==> config.mk <==
export PLATFORM = sky130hd
export DESIGN_NAME = fft_peak_analyzer
export DESIGN_NICKNAME = d
export VERILOG_FILES = /design/src/rtl/fft_peak_analyzer.sv
export SDC_FILE = /design/constraint.sdc
export NUM_CORES = 2
export LEC_CHECK = 0
export CAP_MARGIN = 25
export CELL_PAD_IN_SITES_DETAIL_PLACEMENT = 1
export CELL_PAD_IN_SITES_GLOBAL_PLACEMENT = 1
export CORE_ASPECT_RATIO = 1.2
export CORE_MARGIN = 2
export CORE_UTILIZATION = 30
export CTS_CLUSTER_DIAMETER = 30
export DETAILED_ROUTE_END_ITERATION = 7
export HOLD_SLACK_MARGIN = 0.15
export PLACE_DENSITY_LB_ADDON = 0.1
export REMOVE_ABC_BUFFERS = 1
export SLEW_MARGIN = 20
export SYNTH_ARGS = -nofsm -noshare
export SYNTH_HDL_FRONTEND = slang
export SYNTH_SLANG_ARGS = --single-unit
==> constraint.sdc <==
create_clock -name clk -period 61.4 [get_ports clk]
set_clock_uncertainty 0.05 [all_clocks]
set_input_delay 18.42 -clock clk [delete_from_list [all_inputs] [get_ports clk]]
set_output_delay 18.42 -clock clk [all_outputs]
set_load 0.02 [all_outputs]
==> src/rtl/fft_peak_analyzer.sv <==
// Peak-bin finder for the 16-point FFT output stream.
// Captures a frame on fft_valid, then walks the 16 bins one per cycle through a
// single squared-magnitude datapath and reports the index of the largest bin.
// Optional build macro FFT_PEAK_MAG_OUT_EN adds the max_mag output port.
module fft_peak_analyzer #(
  parameter int NBIN = 16,
  parameter int DW   = 16
) (
  input  logic        clk,
  input  logic        rst,
  input  logic        fft_valid,
  input  logic [31:0] fft_d0,
  input  logic [31:0] fft_d1,
  input  logic [31:0] fft_d2,
  input  logic [31:0] fft_d3,
  input  logic [31:0] fft_d4,
  input  logic [31:0] fft_d5,
  input  logic [31:0] fft_d6,
  input  logic [31:0] fft_d7,
  input  logic [31:0] fft_d8,
  input  logic [31:0] fft_d9,
  input  logic [31:0] fft_d10,
  input  logic [31:0] fft_d11,
  input  logic [31:0] fft_d12,
  input  logic [31:0] fft_d13,
  input  logic [31:0] fft_d14,
  input  logic [31:0] fft_d15,
  output logic        done,
  output logic [3:0]  freq,
  output logic        overrun
`ifdef FFT_PEAK_MAG_OUT_EN
  ,
  output logic [31:0] max_mag
`endif
);

  typedef enum logic [0:0] {StIdle, StCalc} state_t;

  state_t      state_q, state_d;
  logic [3:0]  idx_q;
  logic [31:0] max_q;
  logic [3:0]  best_q;
  logic [3:0]  freq_q;
  logic        done_q;
  logic        overrun_q;
  logic [31:0] buf_q [NBIN];
  logic [31:0] frame_in [NBIN];

  logic                 load;
  logic                 last;
  logic signed [DW-1:0] re, im;
  logic signed [31:0]   re_x, im_x, re_sq, im_sq;
  logic [31:0]          mag;
  logic [31:0]          cand_max;
  logic [3:0]           cand_best;

  // Gather the flat input ports into an indexable frame.
  always_comb begin
    frame_in[0]  = fft_d0;
    frame_in[1]  = fft_d1;
    frame_in[2]  = fft_d2;
    frame_in[3]  = fft_d3;
    frame_in[4]  = fft_d4;
    frame_in[5]  = fft_d5;
    frame_in[6]  = fft_d6;
    frame_in[7]  = fft_d7;
    frame_in[8]  = fft_d8;
    frame_in[9]  = fft_d9;
    frame_in[10] = fft_d10;
    frame_in[11] = fft_d11;
    frame_in[12] = fft_d12;
    frame_in[13] = fft_d13;
    frame_in[14] = fft_d14;
    frame_in[15] = fft_d15;
  end

  assign last = (state_q == StCalc) && (idx_q == 4'(NBIN - 1));

  // Squared magnitude of the current bin and the running arg-max update.
  // Each square is at most 2^30, so the unsigned 32-bit sum cannot wrap.
  always_comb begin
    re        = buf_q[idx_q][2*DW-1:DW];
    im        = buf_q[idx_q][DW-1:0];
    re_x      = 32'(re);
    im_x      = 32'(im);
    re_sq     = re_x * re_x;
    im_sq     = im_x * im_x;
    mag       = $unsigned(re_sq) + $unsigned(im_sq);
    cand_max  = max_q;
    cand_best = best_q;
    if (idx_q == 4'd0) begin
      cand_max  = mag;
      cand_best = 4'd0;
    end else if (mag > max_q) begin
      // Strict compare keeps the lowest index on ties.
      cand_max  = mag;
      cand_best = idx_q;
    end
  end

  // State register.
  always_ff @(posedge clk or posedge rst) begin
    if (rst) state_q <= StIdle;
    else     state_q <= state_d;
  end

  // Next-state logic; a frame arriving on the last bin is accepted seamlessly.
  always_comb begin
    state_d = state_q;
    load    = 1'b0;
    unique case (state_q)
      StIdle: begin
        if (fft_valid) begin
          load    = 1'b1;
          state_d = StCalc;
        end
      end
      StCalc: begin
        if (last) begin
          if (fft_valid) load = 1'b1;
          else           state_d = StIdle;
        end
      end
      default: state_d = StIdle;
    endcase
  end

  // Frame buffer, bin walker, running max and registered outputs.
  always_ff @(posedge clk or posedge rst) begin
    if (rst) begin
      idx_q     <= 4'd0;
      max_q     <= 32'd0;
      best_q    <= 4'd0;
      freq_q    <= 4'd0;
      done_q    <= 1'b0;
      overrun_q <= 1'b0;
      for (int i = 0; i < NBIN; i++) buf_q[i] <= 32'd0;
    end else begin
      done_q    <= last;
      overrun_q <= (state_q == StCalc) && !last && fft_valid;
      if (state_q == StCalc) begin
        max_q  <= cand_max;
        best_q <= cand_best;
        idx_q  <= idx_q + 4'd1;
      end
      if (last) freq_q <= cand_best;
      if (load) begin
        idx_q <= 4'd0;
        for (int i = 0; i < NBIN; i++) buf_q[i] <= frame_in[i];
      end
    end
  end

`ifdef FFT_PEAK_MAG_OUT_EN
  logic [31:0] max_mag_q;

  // Winning magnitude, updated on the same edge as freq.
  always_ff @(posedge clk or posedge rst) begin
    if (rst)       max_mag_q <= 32'd0;
    else if (last) max_mag_q <= cand_max;
  end

  assign max_mag = max_mag_q;
`endif

  assign done    = done_q;
  assign freq    = freq_q;
  assign overrun = overrun_q;

endmodule

* Word-level counts from Yosys, hierarchy flattened
Cells that the tools add are included.
** Word-level totals
- Register bits after elaboration :: 559
- Logic and storage cells :: 54
** Cells by class
- $add $sub $neg :: 2
- Multipliers :: 2
- Order comparisons :: 2
- Eq/ne operators :: 1
- Muxes and demuxes :: 14
- Bitwise operators :: 2
- Reduce and logical (&&, ||, !) cells :: 8
** Operators with widths (count)
- $bmux W32 S4 :: 1
- $mux W32 :: 4
- $mul A16 B16 Y32 :: 2
- $add A32 B32 Y32 :: 1
- $gt A32 B32 Y1 :: 1
- $mux W4 :: 4
- $ge A5 B5 Y1 const B :: 1
- $not A4 Y5 :: 1
- $add A4 B1 Y4 const B :: 1
- $eq A4 B4 Y1 const B :: 1
- $logic_not A4 Y1 :: 1
- $pmux W1 S2 :: 2
- $reduce_bool A2 Y1 :: 2
- $logic_and A1 B1 Y1 :: 3
- $mux W1 :: 3
- $reduce_and A2 Y1 :: 1
- $logic_not A1 Y1 :: 1
- $not A1 Y1 :: 1

* Longest topological paths before layout
- Depth in word-level cells :: 9
- Gate-level depth with buffers :: 47

* Least setup slack after synthesis
OpenSTA, ideal clock, no wires.
- Path kind :: input to register
- From :: input fft_valid
- To :: register buf_q[124] (netlist name)
- Library setup time :: 125 ps
- Data arrival time :: 19772 ps
- Path slack :: 41453 ps
- Stages on the path :: 6
- Cell sequence :: inv_1 -> a21oi_1 -> buf_2 -> clkbuf_1 -> clkbuf_1 -> mux2_2
** On the way
- Longest elaborated chain between the ends :: 3
** RTL lines
- start, declared :: line 11 : input logic fft_valid,
- $mux W1 (*) :: line 113, 120
- $mux W1 :: line 119 : if (last) begin
- $pmux W1 S2 (*) :: line 111 : unique case (state_q)
- end, declared :: line 46 : logic [31:0] buf_q [NBIN];
Mark *: on every way between the ends. The rest lies on a longest branch, timed or not.
A chain may end at the register's enable or synchronous reset.

* Worst setup path in the final report
- From :: input fft_valid
- To :: register buf_q[351] (netlist name)
The elaborated chain is that of the path after synthesis.

==> qor.yml <==
cts:
  clock_latency_ps: 780
  cts_sinks: 559
  htreeDepth: 4
  cts.path.max_buffers: 3
  postCtsSetupRepairBufs: 0
  cts_tree: "yes"
  cts_resized: 0
  cts_buffers: 159
  hold_buffers: 0
  cts-root-buf: "clkbuf_16"
  clk_pin_slew_ps: 40
timing:
  worstMarginPinSlew_ps: 1025
  setup_tns_ps: 0
  rsz0062_at_grt: "no"
  hold_viol: 0
  period_minus_slack_ps: 21800
  fmax_mhz: 45.87
  finalMaxSlewViolations: 0
  setup_violations: 0
  fin_crit_sh_pct: 35.51
  max_slew_margin_pct: 31.64
floorplanning:
  die_x_um: 349.6
  io_pins: 521
  dieHeight_um: 418.7
  rows: 152
  core_area_um2: 142600
  dieArea_um2: 146400
  start_util_pct: 30.14
routing:
  dr.pass1.iters: 4
  wl_per_cell_um: 21.23
  detail-route-antenna-nets: 0
  drtIter0Drc: 910
  vias_per_cell: 4.577
  drc_errors: 0
  vias: 27625
  routed_wl_mm: 128.1
logic_synthesis:
  ys_seq_area_share_pct: 32.54
  synth_largest_area_cell: "dfrtp_1"
  syn_area_um2: 42990
  synth_cell_type_count: 70
  synth_area_leaders: "dfrtp_1, fa_1, mux2_2"
  synth_top_family_by_area: "adder cells"
  yosysWarnings: 0
  ys_ff_latch: 559
  synth_fa_ha_area_share_pct: 29.51
  ys.flop_type: "dfrtp_1"
  syn_avg_cell_area_um2: 12.42
  synthMuxAreaShare_pct: 22.24
  async_flop_share_pct: 100.0
  synth_compound_area_share_pct: 2.087
  yosysTopAreaCellShare_pct: 32.54
  synthSimpleGateAreaFrac_pct: 4.759
  ys_top_cells_by_count: "inv_1, dfrtp_1, fa_1"
  synth-edff-count: 0
  syn_inst: 3461
  synth_most_common_cell: "inv_1"
  synth_xor_area_share_pct: 1.161
grt:
  antenna_found_initial: 13
  grt_max_degree: 157
  grt_pass1_wl_mm: 197.0
  grt_pass1_vias: 32812
  grt-ovfl-total: 0
  grtUsageTotal_pct: 18.16
hold_path:
  hold_path.class: "reg2reg"
  hold-path-cell-count: 2
setup_path:
  rr_worst_depth: 34
  path_class: "in2reg"
  cp-end-kind: "flip-flop"
  cp_max_fo: 156
  crit_path_start_kind: "input port"
  cp.required_ps: 62000
  crit_arrival_ps: 22400
place:
  numPortBuffers: 520
  globalplace.congestion: 0.7857
  hpwlAfterDp_mm: 99.31
cells_and_area:
  nNetsFinal: 5260
  fill_cells: 15062
  area_delta_synth_final_pct: 30.19
  drive_above_1_share_pct: 24.62
flow_run:
  cap_violations: 0
run_status:
  outcome: "finished clean"
[flip-flops by register name (all words and copies together), names as in the netlist]
signal / cells
best_q: 4
max_q: 32
idx_q: 4
freq: 4
done: 1
overrun: 1
buf_q: 512
state_q: 1
[per-stage QoR]
step / hold slack (ps) / utilization, % / area, um2 / setup WS (ps) / instances
finish: 421.8 / 39.24 / 55970 / 39600 / 6035
global route: 454.2 / 39.23 / 55960 / 39310 / 6033
CTS: 428.5 / 39.20 / 55910 / 39590 / 6023
detailed placement: 417.8 / 35.19 / 50200 / 38730 / 5729
global placement: 410.7 / 35.19 / 50200 / 38720 / 5729
floorplan: 425.5 / - / 42320 / 15470 / 3324
[area by class of cell]
class                           instances  area, um2  share of cell area [%]
Inverter                              703       2648                   4.731
Tap cell                             1848       2312                   4.131
Multi-Input combinational cell       2062      25700                   45.92
Clock inverter                         70       1100                   1.965
Sequential cell                       559      14000                   25.02
Antenna cell                           11      27.53                 0.04918
Clock buffer                          224       4616                   8.247
Timing Repair Buffer                  558       5560                   9.935
[per-layer routing]
metal / wire length [um] / global-route usage, % / share of wire (%) / vias to the layer above
li1: - / - / - / 12367
met1: 47240 / 19.67 / 37 / 14706
met2: 73660 / 35.22 / 57 / 405
met3: 4651 / 3.633 / 3.6 / 143
met4: 2525 / 5.085 / 2.0 / 4
met5: 27 / 0 / 0.021 / -
[layout by cell type (no fill, tap or decap), drive strengths merged, types with 47 or more instances in the layout]
master	netlist	routed
dfrtp	559	559
fa	520	520
ha	182	182
nand2	236	236
nor2	135	135
xnor2	47	47
clkdlybuf4s50	0	520
mux4	145	145
inv	696	703
mux2	545	545
clkbuf	36	224
[cell families (layout without fill, tap and decap cells)]
| family | after synthesis | after routing |
|---|---|---|
| compound gates | 132 | 132 |
| xor+xnor | 57 | 57 |
| fa+ha+maj | 702 | 702 |
| buf+inv | 840 | 1555 |
| flops | 559 | 559 |
| mux | 696 | 696 |
| other cells | 0 | 11 |
| simple gates | 475 | 475 |
[final timing paths]
| path | endpoint | from | slack, ps |
|---|---|---|---|
| worst max-delay path | buf_q[351] | fft_valid | 39600 |
| worst min-delay path | freq[3] | freq[3] | 420 |
| worst max register to register | max_q[29] | idx_q[0] | 47370 |
| worst min register to register | freq[3] | freq[3] | 420 |
| max in group asynchronous | buf_q[453] | rst | 39980 |
| min in group asynchronous | buf_q[212] | rst | 18010 |
[critical path, stage by stage]
cell and delay, ps:
clkdlybuf4s50_1 510, inv_1 100, a21oi_4 110, buf_4 440, buf_12 640, buf_4 790
buf_4 710, mux2_2 410
Power is not shown: default switching activity piles up to over one toggle a cycle in this logic, so the estimate is an artifact.
